File: config.mk
export PLATFORM = sky130hd
export DESIGN_NAME = multicycle_ctrl_flat
export DESIGN_NICKNAME = d
export VERILOG_FILES = /design/src/rtl/multicycle_ctrl_if.sv /design/src/rtl/multicycle_ctrl.sv /design/src/flat_wrapper.sv
export SDC_FILE = /design/constraint.sdc
export NUM_CORES = 1
export LEC_CHECK = 0
export BUFFER_PORTS_ARGS = -buffer_cell sky130_fd_sc_hd__clkbuf_2
export CELL_PAD_IN_SITES_DETAIL_PLACEMENT = 0
export CELL_PAD_IN_SITES_GLOBAL_PLACEMENT = 1
export CORE_UTILIZATION = 35
export CTS_BUF_LIST = sky130_fd_sc_hd__clkbuf_2
export DETAILED_ROUTE_END_ITERATION = 12
export PLACE_DENSITY_LB_ADDON = 0.1
export SETUP_SLACK_MARGIN = 0.02
export SKIP_LAST_GASP = 1
export SLEW_MARGIN = 20
export SYNTH_ARGS = -nofsm -noshare
export SYNTH_HDL_FRONTEND = slang
export SYNTH_SLANG_ARGS = --single-unit
File: constraint.sdc
create_clock -name clk -period 1.9 [get_ports clk]
set_input_delay 0.19 -clock clk [delete_from_list [all_inputs] [get_ports clk]]
set_output_delay 0.19 -clock clk [all_outputs]
set_load 0.02 [all_outputs]
File: src/rtl/multicycle_ctrl_if.sv
// Control and memory-handshake bundle between the multicycle controller
// and the datapath / shared memory port.
interface multicycle_ctrl_if #(
  parameter int CNT_W = 32
);
  logic [6:0]       op;
  logic             zero;
  logic             mem_ready;
  logic             mem_req;
  logic             memwrite;
  logic             adrsrc;
  logic             irwrite;
  logic             pcwrite;
  logic             regwrite;
  logic [1:0]       resultsrc;
  logic [1:0]       alusrca;
  logic [1:0]       alusrcb;
  logic [1:0]       aluop;
  logic [1:0]       immsrc;
  logic             illegal;
  logic             bus_err;
  logic [CNT_W-1:0] instret;

  modport master (
    input  op, zero, mem_ready,
    output mem_req, memwrite, adrsrc, irwrite, pcwrite, regwrite,
    output resultsrc, alusrca, alusrcb, aluop, immsrc, illegal, bus_err, instret
  );

  modport slave (
    output op, zero, mem_ready,
    input  mem_req, memwrite, adrsrc, irwrite, pcwrite, regwrite,
    input  resultsrc, alusrca, alusrcb, aluop, immsrc, illegal, bus_err, instret
  );
endinterface

File: src/rtl/multicycle_ctrl.sv
// Multicycle RV32I control FSM (lw/sw/R-type/beq) sharing one ALU and one
// memory port, with memory timeout detection and a retired-instruction counter.
module multicycle_ctrl #(
  parameter int CNT_W       = 32,
  parameter int MEM_TIMEOUT = 15
) (
  input  logic              clk,
  input  logic              rst_n,
  multicycle_ctrl_if.master bus
);

  localparam logic [3:0] FETCH    = 4'd0;
  localparam logic [3:0] DECODE   = 4'd1;
  localparam logic [3:0] MEMADR   = 4'd2;
  localparam logic [3:0] MEMREAD  = 4'd3;
  localparam logic [3:0] MEMWB    = 4'd4;
  localparam logic [3:0] MEMWRITE = 4'd5;
  localparam logic [3:0] EXECR    = 4'd6;
  localparam logic [3:0] ALUWB    = 4'd7;
  localparam logic [3:0] BEQ      = 4'd8;
  localparam logic [3:0] ILLEGAL  = 4'd9;

  localparam logic [6:0] OP_LW  = 7'b0000011;
  localparam logic [6:0] OP_SW  = 7'b0100011;
  localparam logic [6:0] OP_R   = 7'b0110011;
  localparam logic [6:0] OP_BEQ = 7'b1100011;

  localparam int TMO_W = $clog2(MEM_TIMEOUT + 1);

  logic [3:0]       state_q, state_d;
  logic [TMO_W-1:0] tmoCnt_q, tmoCnt_d;
  logic [CNT_W-1:0] instret_q, instret_d;

  logic memReq, accessDone, timeout, retire, pcUpdate, branch;

  always_comb begin
    memReq     = (state_q == FETCH) || (state_q == MEMREAD) || (state_q == MEMWRITE);
    accessDone = memReq && bus.mem_ready;
    timeout    = memReq && !bus.mem_ready && (tmoCnt_q == TMO_W'(MEM_TIMEOUT - 1));
  end

  // A timeout overrides whatever the state wanted: back to FETCH, nothing retires.
  always_comb begin
    state_d = state_q;
    retire  = 1'b0;
    case (state_q)
      FETCH:    if (accessDone) state_d = DECODE;
      DECODE: begin
        case (bus.op)
          OP_LW, OP_SW: state_d = MEMADR;
          OP_R:         state_d = EXECR;
          OP_BEQ:       state_d = BEQ;
          default:      state_d = ILLEGAL;
        endcase
      end
      MEMADR: begin
        if (bus.op == OP_LW)      state_d = MEMREAD;
        else if (bus.op == OP_SW) state_d = MEMWRITE;
        else                      state_d = ILLEGAL;
      end
      MEMREAD:  if (accessDone) state_d = MEMWB;
      MEMWB: begin
        state_d = FETCH;
        retire  = 1'b1;
      end
      MEMWRITE: begin
        if (accessDone) begin
          state_d = FETCH;
          retire  = 1'b1;
        end
      end
      EXECR:    state_d = ALUWB;
      ALUWB, BEQ: begin
        state_d = FETCH;
        retire  = 1'b1;
      end
      ILLEGAL:  state_d = FETCH;
      default:  state_d = FETCH;
    endcase
    if (timeout) begin
      state_d = FETCH;
      retire  = 1'b0;
    end
  end

  always_comb begin
    if (!memReq || accessDone || timeout) tmoCnt_d = '0;
    else                                  tmoCnt_d = tmoCnt_q + 1'b1;
    instret_d = retire ? instret_q + {{(CNT_W-1){1'b0}}, 1'b1} : instret_q;
  end

  always_ff @(posedge clk or negedge rst_n) begin
    if (!rst_n) begin
      state_q   <= FETCH;
      tmoCnt_q  <= '0;
      instret_q <= '0;
    end else begin
      state_q   <= state_d;
      tmoCnt_q  <= tmoCnt_d;
      instret_q <= instret_d;
    end
  end

  // Ready-qualified strobes are masked by reset so nothing writes while it is held.
  always_comb begin
    bus.memwrite  = 1'b0;
    bus.adrsrc    = 1'b0;
    bus.regwrite  = 1'b0;
    bus.resultsrc = 2'b00;
    bus.alusrca   = 2'b00;
    bus.alusrcb   = 2'b00;
    bus.aluop     = 2'b00;
    bus.illegal   = 1'b0;
    branch        = 1'b0;
    case (state_q)
      FETCH: begin
        bus.alusrcb   = 2'b10;
        bus.resultsrc = 2'b10;
      end
      DECODE: begin
        bus.alusrca = 2'b01;
        bus.alusrcb = 2'b01;
      end
      MEMADR: begin
        bus.alusrca = 2'b10;
        bus.alusrcb = 2'b01;
      end
      MEMREAD:  bus.adrsrc = 1'b1;
      MEMWB: begin
        bus.resultsrc = 2'b01;
        bus.regwrite  = 1'b1;
      end
      MEMWRITE: begin
        bus.adrsrc   = 1'b1;
        bus.memwrite = 1'b1;
      end
      EXECR: begin
        bus.alusrca = 2'b10;
        bus.aluop   = 2'b10;
      end
      ALUWB:    bus.regwrite = 1'b1;
      BEQ: begin
        bus.alusrca = 2'b10;
        bus.aluop   = 2'b01;
        branch      = 1'b1;
      end
      ILLEGAL:  bus.illegal = 1'b1;
      default:  ;
    endcase
  end

  always_comb begin
    pcUpdate    = (state_q == FETCH) && accessDone && rst_n;
    bus.mem_req = memReq;
    bus.irwrite = pcUpdate;
    bus.pcwrite = pcUpdate || (branch && bus.zero);
    bus.bus_err = timeout && rst_n;
    bus.instret = instret_q;
    if (bus.op == OP_SW)       bus.immsrc = 2'b01;
    else if (bus.op == OP_BEQ) bus.immsrc = 2'b10;
    else                       bus.immsrc = 2'b00;
  end

endmodule
File: src/flat_wrapper.sv
// flat-port wrapper written by rule: the top's interface ports become plain ports
module multicycle_ctrl_flat 
#(
  parameter int CNT_W       = 32,
  parameter int MEM_TIMEOUT = 15
)
  (clk, rst_n, bus_op, bus_zero, bus_mem_ready, bus_mem_req, bus_memwrite, bus_adrsrc, bus_irwrite, bus_pcwrite, bus_regwrite, bus_resultsrc, bus_alusrca, bus_alusrcb, bus_aluop, bus_immsrc, bus_illegal, bus_bus_err, bus_instret);
  multicycle_ctrl_if #(.CNT_W(CNT_W)) bus_i ();
  input  logic clk;
  input  logic rst_n;
  input wire logic [$bits(bus_i.op)-1:0] bus_op;
  input wire logic [$bits(bus_i.zero)-1:0] bus_zero;
  input wire logic [$bits(bus_i.mem_ready)-1:0] bus_mem_ready;
  output wire logic [$bits(bus_i.mem_req)-1:0] bus_mem_req;
  output wire logic [$bits(bus_i.memwrite)-1:0] bus_memwrite;
  output wire logic [$bits(bus_i.adrsrc)-1:0] bus_adrsrc;
  output wire logic [$bits(bus_i.irwrite)-1:0] bus_irwrite;
  output wire logic [$bits(bus_i.pcwrite)-1:0] bus_pcwrite;
  output wire logic [$bits(bus_i.regwrite)-1:0] bus_regwrite;
  output wire logic [$bits(bus_i.resultsrc)-1:0] bus_resultsrc;
  output wire logic [$bits(bus_i.alusrca)-1:0] bus_alusrca;
  output wire logic [$bits(bus_i.alusrcb)-1:0] bus_alusrcb;
  output wire logic [$bits(bus_i.aluop)-1:0] bus_aluop;
  output wire logic [$bits(bus_i.immsrc)-1:0] bus_immsrc;
  output wire logic [$bits(bus_i.illegal)-1:0] bus_illegal;
  output wire logic [$bits(bus_i.bus_err)-1:0] bus_bus_err;
  output wire logic [$bits(bus_i.instret)-1:0] bus_instret;
  assign bus_i.op = bus_op;
  assign bus_i.zero = bus_zero;
  assign bus_i.mem_ready = bus_mem_ready;
  assign bus_mem_req = bus_i.mem_req;
  assign bus_memwrite = bus_i.memwrite;
  assign bus_adrsrc = bus_i.adrsrc;
  assign bus_irwrite = bus_i.irwrite;
  assign bus_pcwrite = bus_i.pcwrite;
  assign bus_regwrite = bus_i.regwrite;
  assign bus_resultsrc = bus_i.resultsrc;
  assign bus_alusrca = bus_i.alusrca;
  assign bus_alusrcb = bus_i.alusrcb;
  assign bus_aluop = bus_i.aluop;
  assign bus_immsrc = bus_i.immsrc;
  assign bus_illegal = bus_i.illegal;
  assign bus_bus_err = bus_i.bus_err;
  assign bus_instret = bus_i.instret;
  multicycle_ctrl #(.CNT_W(CNT_W), .MEM_TIMEOUT(MEM_TIMEOUT)) u_core (.clk(clk), .rst_n(rst_n), .bus(bus_i));
endmodule
==> results.cfg, run 1 <==
[detailed_routing]
routed_via_density = 4.95
drt_iter0_markers = 93
wl_per_cell_um = 13.7
postRouteAntennaNets = 0
drt_wl_total_um = 5260
num_vias = 1897
drtPass1Iterations = 4
drcViolationCount = 0

[global_route]
grt_use_total_pct = 17.1
grt_pass1_vias = 1789
grt-ovfl-total = 0
grt_pass1_wl_um = 8470
grt_max_degree = 22
antenna_found_initial = 0

[yosys]
synthCells = 213
postSynthAreaPerCell_um2 = 10.1
syn-cell-area_um2 = 2160
synth_ff_type = dfrtp_1
synth_warnings = 0
synthDistinctLibCells = 42
yosysSeqAreaShare_pct = 46.4
syn_nets = 227
ys_ff_latch = 40
synth_enable_flop_cells = 0
async_flop_share_pct = 100

[timing]
rsz0062_at_grt = yes
final_hold_viol_count = 0
fmax_mhz = 510
fin_crit_ns = 1.96
relSlewSlack_pct = 73.8
setup_viol = 2
fin_ws_ns = -0.0620
setup_tns_ns = -0.0783
drv_slew = 0
fin_crit_sh_pct = 103
finalClockSkew_ns = 0.0114
worst_pin_slew_ns = 0.389

[clock_network]
cts_buffer_depth = 2
root_buffer = clkbuf_2
clkTransAtPathRegs_ns = 0.21
cts.sinks = 40
worstSkewPairLatency_ns = 0.40
cts_tree = yes
cts_buffers = 5
cts_htree_levels = 2

[setup_path]
cp-end-kind = output port
cp_data_arrival_time_ns = 1.77
cp-endpoint = bus_pcwrite
crit_buf_inv = 2
reg2reg_depth = 6
path_max_fanout = 5
startpoint_type = register
r2r-start = u_core.state_q[1]
path_delay_family = flip-flops
max_stage_delay_ns = 0.50
rrSetupSlack_ns = 0.10
critical_path_depth = 5
crit_path_top_delay_cell = dfrtp_2
path_cells = buf_6, nor4_4, and3_4, a21o_1, clkbuf_8
worstReg2RegEnd = u_core.bus.instret[8]
cp.required_ns = 1.71
worstSetupPathType = register to output port
worstSetupStartpoint = u_core.state_q[0]

[pwr]
p_per_area_nw_per_um2 = 967
pwr-share-comb_pct = 46.7
internal_power_w = 0.00181
p_seq_share_pct = 35.4
peakVddDrop_mv = 0.545
switching_power_w = 0.00111
total_power_w = 0.00291
netSwitchingFraction_pct = 38.0
clkPwrFrac_pct = 17.9
p_leak_nw = 1.52

[placement]
gp_congestion = 0.778
portBuffers = 60
hpwl_um = 3840

[outcome]
outcome = complete, but fails checks
violations = setup timing

[finish]
final-seq-area_um2 = 1000
antennaDiodeCount = 0
area_growth_pct = 39.8
drive_above_1_share_pct = 41.2
fill_cells = 601
multi_input_area_um2 = 1220
nets = 321

[worst_hold_path]
hold_path.class = primary input to register

[floorplan]
core_um2 = 5920
start_util_pct = 36.4
dieArea_um2 = 6480
die_w_um = 80.5
io_pins = 61
die_h_um = 80.5
rows = 28

[run]
max_cap_viol_count = 0
cell type report:
type / instances / share of cell area [%]
flip-flops and latches: 40 / 33.3
multi-input cells: 162 / 40.6
inverters: 6 / 0.748
repair buffers: 92 / 19.9
clock buffers: 5 / 0.831
well taps: 75 / 3.11
clock inverters: 3 / 1.41
sequential cells by signal, indices dropped and copies added (netlist names):
register and cells:
u_core.tmoCnt_q 4, u_core.state_q 4, u_core.bus.instret 32
cells in the final DEF, fill, tap and decap left out, types with 2 or more instances in the layout:
master    count
o21ai_0       4
nor4_4        2
nand2b_1      4
xor2_1       13
nor3_1        6
buf_6         8
nor2_2        2
nor2_1       16
buf_2         3
dfrtp_2       3
clkbuf_2     56
nand3_1      12
a21oi_1       5
nor4_1        2
nor3_2        3
inv_1         5
xnor2_1      20
ha_1          3
nand4_1       7
and4_1        3
buf_4        26
dfrtp_1      37
nand2_1      18
and3_1        9
nor4b_4       2
a21o_1        2
clkbuf_8      2
timing repair:
| action | 4_1_cts | 5_1_grt |
|---|---|---|
| setup buffers | 9 | 5 |
| hold buffers | 1 | 0 |
| endpoints found under the hold margin | 36 | 0 |
| resized for setup | 15 | 32 |
| endpoints found under the setup margin | 9 | 22 |
| pin swaps | 6 | 11 |
kinds of logic after synthesis:
logic type                 synth area share (%)
xor gates and xnor gates                   13.8
and+or+nand+nor                            27.7
AOI/OAI and AO/OA                          7.49
buffers and inverters                      2.32
adders and majority gates                  2.21
DFF                                        46.4
worst min path at each step:
stage,start,to,slack [ns],cells past startpoint
after floorplan,rst_n,u_core.bus.instret[0],-0.11,0
after global placement,rst_n,u_core.bus.instret[26],0.1,1
after detailed placement,rst_n,u_core.bus.instret[26],0.1,1
after CTS,bus_op[6],u_core.state_q[1],0.10,4
after global routing,bus_op[6],u_core.state_q[1],0.09,4
final,bus_op[6],u_core.state_q[1],0.11,4
tightest hold or removal path: stages:
cell and delay (ns):
clkbuf_2 0.11, nor2_1 0.06, nand2_1 0.05, o22ai_1 0.08
stage by stage:
step           setup WS, ns  std cells  cell area [um^2]  utilization, %  hold WS [ns]
2_1_floorplan        0.0427        213              2170               -        -0.106
3_3_place_gp          0.207        361              2670            45.1        0.0993
3_5_place_dp          0.191        361              2670            45.1        0.0961
4_1_cts             -0.0368        379              2870            48.5         0.102
5_1_grt              -0.151        383              3010            50.9        0.0938
6_report            -0.0620        383              3010            50.9         0.114
synthesized netlist by cell type (2+ instances only):
master | instances | share of area, %
and3_1 | 10 | 2.9
nand2b_1 | 5 | 1.5
nor4b_4 | 2 | 2.2
ha_1 | 3 | 1.7
nor3_1 | 9 | 2.1
clkbuf_1 | 3 | 0.52
nor3b_1 | 2 | 0.70
xor2_1 | 14 | 5.7
dfrtp_1 | 40 | 46
inv_1 | 6 | 1.0
nand4_1 | 7 | 2.0
nor4_1 | 4 | 1.2
xnor2_1 | 20 | 8.1
nand2_1 | 18 | 3.1
o21ai_0 | 4 | 0.93
nand3_1 | 13 | 3.0
a21oi_1 | 7 | 1.6
a21o_1 | 2 | 0.70
and4_1 | 4 | 1.6
nor2_1 | 18 | 3.1
power groups by stage:
| stage | clock, W | sequential [W] | combinational (W) |
|---|---|---|---|
| final | 0.000522 | 0.00103 | 0.00136 |
| after global routing | 0.000574 | 0.00105 | 0.00150 |
| after CTS | 0.000540 | 0.00103 | 0.00116 |
| after detailed placement | 0 | 0.00104 | 0.00105 |
| after global placement | 0 | 0.00104 | 0.00104 |
| after floorplan | 0 | 0.00108 | 0.000655 |
per-layer routing:
metal	part of all wire [%]	up-vias	track usage, %
met5	0	-	0
met1	47	912	22.3
met2	49	35	27.4
met4	1.2	0	6.61
li1	-	945	-
met3	3.1	5	3.64
Note: power is estimated with default switching activity, not from simulation.
==> run 2: changes to the inputs <==
CORE_UTILIZATION = 41   (was 35)
==> run 2 against run 1 <==
Compared with the run above: critical path depth up 1; non-clock buffer count down 7; die area down 14%; cell area down 3.5%; clock-buffer cell count up 1; highest routed layer unchanged; hold slack better by 0.059 ns; the flow still finishes with violations (setup timing); critical endpoint is now bus_bus_err; cell count down 3.4%; clock skew up 0.0078 ns; combinational power down 5%; power down 8.9%.
==> results.cfg, run 2 (same netlist as run 1, synthesis figures left out) <==
[outcome]
outcome = complete, but fails checks
violations = setup timing

[clock_network]
worstSkewPairLatency_ns = 0.37
clkTransAtPathRegs_ns = 0.19
cts_htree_levels = 2
cts_tree = yes
root_buffer = clkbuf_2
cts_buffer_depth = 2
cts.sinks = 40
cts_buffers = 5

[floorplan]
start_util_pct = 42.5
core_um2 = 5070
dieArea_um2 = 5550
die_h_um = 74.5
io_pins = 61
rows = 26
die_w_um = 74.5

[worst_hold_path]
hold_depth = 4
hold_end = u_core.state_q[1]
min-delay-start = bus_op[6]
hold_path.class = primary input to register

[detailed_routing]
drtPass1Iterations = 4
drt_wl_total_um = 5030
postRouteAntennaNets = 0
num_vias = 1859
drt_iter0_markers = 130
drcViolationCount = 0
routed_via_density = 5.02
wl_per_cell_um = 13.6

[pwr]
total_power_w = 0.00265
p_leak_nw = 1.50
peakVddDrop_mv = 0.666
p_per_area_nw_per_um2 = 913

[timing]
worst_pin_slew_ns = 0.506
rsz0062_at_grt = yes
fin_crit_ns = 1.94
setup_viol = 1
fmax_mhz = 515
drv_slew = 0
relSlewSlack_pct = 66.3
setup_tns_ns = -0.0406
finalClockSkew_ns = 0.0192
fin_crit_sh_pct = 102
final_hold_viol_count = 0
fin_ws_ns = -0.0406

[global_route]
grt-ovfl-total = 0
antenna_found_initial = 0
grt_pass1_wl_um = 7800
grt_max_degree = 41
grt_use_total_pct = 18.6
grt_pass1_vias = 1749

[setup_path]
cp_data_arrival_time_ns = 1.75
cp-end-kind = output port
rrSetupSlack_ns = 0.02
path_max_fanout = 6
reg2reg_depth = 6
r2r-start = u_core.state_q[1]
worstReg2RegEnd = u_core.bus.instret[22]
worstSetupPathType = register to output port
startpoint_type = register
cp.required_ns = 1.71

[finish]
instances_no_fill = 370
nets = 314
fill_cells = 462
final_common_cell = clkbuf_2
layout_common_cells = 58 x clkbuf_2, 40 x dfrtp_1, 22 x buf_4, 19 x xnor2_1
fin_area_um2 = 2910
utilization_pct = 57.3
area_growth_pct = 34.9
largest_reg_flops = 32
drive_above_1_share_pct = 38.3
antennaDiodeCount = 0

[placement]
portBuffers = 60
dp_cells = 352
placed_area_um2 = 2640
gp_congestion = 0.820
hpwl_um = 3580

[run]
max_cap_viol_count = 0
-- run 2: worst max path at each step --
| stage | start | end | slack [ns] | cells past startpoint |
|---|---|---|---|---|
| floorplan | u_core.state_q[0] | u_core.bus.instret[26] | 0.04 | 6 |
| global placement | u_core.state_q[1] | u_core.bus.instret[8] | 0.20 | 5 |
| detailed placement | u_core.state_q[1] | u_core.bus.instret[8] | 0.16 | 5 |
| CTS | u_core.state_q[1] | bus_bus_err | -0.02 | 6 |
| global route | u_core.state_q[2] | bus_bus_err | -0.16 | 6 |
| finish | u_core.state_q[2] | bus_bus_err | -0.04 | 6 |
-- run 2: final cells by class --
cell class                 count  area, um^2  area share [%]
multi-input combinational    162        1220            42.0
sequential                    40        1000            34.4
timing repair buffer          85         541            18.6
tap                           70        87.6            3.01
clock buffer                   6        30.0            1.03
inverter                       6        22.5           0.775
clock inverter                 1        5.00           0.172
-- run 2: timing repair --
action / CTS / global route
hold endpoints to repair: 40 / 0
buffers inserted: 5 / 5
gates resized for setup: 9 / 33
pin swaps: 5 / 9
hold buffers: 1 / 0
endpoints found under the setup margin: 7 / 25
-- run 2: per-stage QoR --
stage	worst slack (ns)	hold slack, ns
2_1_floorplan	0.0427	-0.106
3_3_place_gp	0.201	0.371
3_5_place_dp	0.159	0.366
4_1_cts	-0.0247	0.130
5_1_grt	-0.162	0.167
6_report	-0.0406	0.173
-- run 2: where the power goes --
group / total (W) / internal (W) / switching [W]
registers: 0.00103 / 0.000931 / 0.0000945
clock network: 0.000341 / 0.0000880 / 0.000253
logic: 0.00129 / 0.000595 / 0.000693
total: 0.00265 / 0.00161 / 0.00104
-- run 2: routing by layer --
metal	global-route usage, %	vias to the layer above	wire length (um)
li1	-	930	-
met1	24.4	875	2360
met5	0	-	0
met3	3.39	5	210
met2	30.5	49	2410
met4	6.92	0	44
-- run 2: worst max-delay path: stages (launching register included) --
cell      delay [ns]
dfrtp_1         0.43
buf_6           0.14
xor2_2          0.17
a21oi_1         0.08
nor2_1          0.17
and4b_1         0.24
clkbuf_8        0.15
==> run 3: changes to the inputs <==
CORE_UTILIZATION = 40   (was 41)
==> run 3 against run 2 <==
Compared with the run above: the flow still finishes with violations (setup timing); clock power rose by 6%; first-iteration DRC count fell by 46%; sequential power barely moved; power rose by 1.2%; routed wire length rose by 3.4%; fmax rose by 0.82%; clock-buffer cell count did not move; setup slack improved by 0.016 ns; largest cell class unchanged; largest power group unchanged.
==> results.cfg, run 3 (same netlist as run 1, synthesis figures left out) <==
[detailed_routing]
drt_wl_total_um = 5200
num_vias = 1890
postRouteAntennaNets = 0
drtPass1Iterations = 4
wl_per_cell_um = 13.9
routed_via_density = 5.05
drcViolationCount = 0
drt_iter0_markers = 70

[placement]
dp_cells = 348
gp_congestion = 0.745
hpwl_um = 3590
portBuffers = 60

[setup_path]
cp_data_arrival_time_ns = 2.22
worstSetupPathType = register to register
path_cells = buf_6, nor4b_4, buf_4, a31o_4, and4b_4, nand3_2, xnor2_1
crit_path_top_delay_cell = dfrtp_2
path_max_fanout = 7
cp-end-kind = register
startpoint_type = register
max_stage_delay_ns = 0.50
cp.required_ns = 2.19

[finish]
nets = 318
instances_no_fill = 374
final_common_cell = clkbuf_2
drive_above_1_share_pct = 43.1
layout_common_cells = 56 x clkbuf_2, 38 x dfrtp_1, 24 x buf_4, 18 x nand2_1, 18 x xnor2_1
largest_reg_flops = 32
area_growth_pct = 38.4
antennaDiodeCount = 0

[outcome]
violations = setup timing
outcome = complete, but fails checks

[clock_network]
cts_buffer_depth = 2
root_buffer = clkbuf_2
worstSkewPairLatency_ns = 0.39
clkTransAtPathRegs_ns = 0.20
cts_tree = yes
cts_buffers = 5
cts.sinks = 40
cts_htree_levels = 2

[floorplan]
die_h_um = 75.4
start_util_pct = 41.9
rows = 26
die_w_um = 75.4
io_pins = 61
core_um2 = 5140
dieArea_um2 = 5690

[pwr]
netSwitchingFraction_pct = 39.9
clkPwrFrac_pct = 13.4
pwr-share-comb_pct = 47.3
p_leak_nw = 1.51
p_per_area_nw_per_um2 = 901
switching_power_w = 0.00107
total_power_w = 0.00269
internal_power_w = 0.00161
peakVddDrop_mv = 0.515
p_seq_share_pct = 39.4

[global_route]
antenna_found_initial = 0
grt_use_total_pct = 18.8
grt_pass1_vias = 1682
grt_max_degree = 37
grt_pass1_wl_um = 7980
grt-ovfl-total = 0

[timing]
rsz0062_at_grt = yes
setup_viol = 7
worst_hold_slack_ns = 0.121
drv_slew = 0
fin_crit_ns = 1.92
setup_tns_ns = -0.0769
fin_ws_ns = -0.0248
relSlewSlack_pct = 69.7
worst_pin_slew_ns = 0.455
finalClockSkew_ns = 0.0172
fin_crit_sh_pct = 101
final_hold_viol_count = 0
fmax_mhz = 520

[run]
max_cap_viol_count = 0

[worst_hold_path]
hold_path.class = primary input to register
run 3: final timing paths:
check,startpoint,end,slack [ns],cells past startpoint
max,u_core.state_q[0],u_core.bus.instret[28],-0.02,7
min,bus_op[6],u_core.state_q[1],0.12,4
max reg2reg,u_core.state_q[0],u_core.bus.instret[28],-0.02,7
min reg2reg,u_core.bus.instret[31],u_core.bus.instret[31],0.49,1
max in group asynchronous,rst_n,u_core.state_q[0],1.07,3
min in group asynchronous,rst_n,u_core.tmoCnt_q[1],0.13,2
run 3: what timing repair did:
action | in CTS | in global routing
hold buffers | 1 | 0
gates cloned | 0 | 1
buffers inserted | 10 | 7
gates resized for setup | 16 | 42
pin swaps | 6 | 12
endpoints found under the setup margin | 12 | 29
endpoints found under the hold margin | 40 | 0
run 3: per-layer routing:
| layer | vias to the layer above | share of wire [%] | track usage, % |
|---|---|---|---|
| met5 | - | 0 | 0 |
| met4 | 0 | 0.87 | 5.76 |
| met3 | 5 | 4.1 | 5.03 |
| met2 | 48 | 46 | 28.4 |
| met1 | 902 | 49 | 26.4 |
| li1 | 935 | - | - |
run 3: final cells by class:
| class | count | area (um^2) |
|---|---|---|
| multi-input cells | 162 | 1250 |
| flip-flops and latches | 40 | 1000 |
| repair buffers | 89 | 584 |
| well taps | 70 | 87.6 |
| inverters | 6 | 22.5 |
| clock buffers | 6 | 30.0 |
| fillers | 474 | 2160 |
| clock inverters | 1 | 5.00 |
run 3: critical path: cells and delay by family (launching register included):
kind	cells	cell delay, ns
XOR/XNOR	1	0.14
AO/OA/AOI/OAI	1	0.14
flip-flops	1	0.50
AND/OR/NAND/NOR	3	0.72
buffers and inverters	2	0.32
run 3: power groups by stage:
stage          registers [W]  clock network [W]  logic, W
3_5_place_dp         0.00106                  0  0.000978
6_report             0.00106           0.000360   0.00127
2_1_floorplan        0.00108                  0  0.000655
4_1_cts              0.00105           0.000381   0.00113
3_3_place_gp         0.00106                  0  0.000974
5_1_grt              0.00107           0.000405   0.00137
run 3: metrics by stage:
step / utilization [%] / setup WS (ns) / cell area [um^2]
after floorplan: - / 0.0427 / 2170
after CTS: 54.2 / -0.0640 / 2790
final: 58.0 / -0.0248 / 2980
after detailed placement: 50.7 / 0.116 / 2610
after global placement: 50.7 / 0.152 / 2610
after global routing: 58.0 / -0.125 / 2980
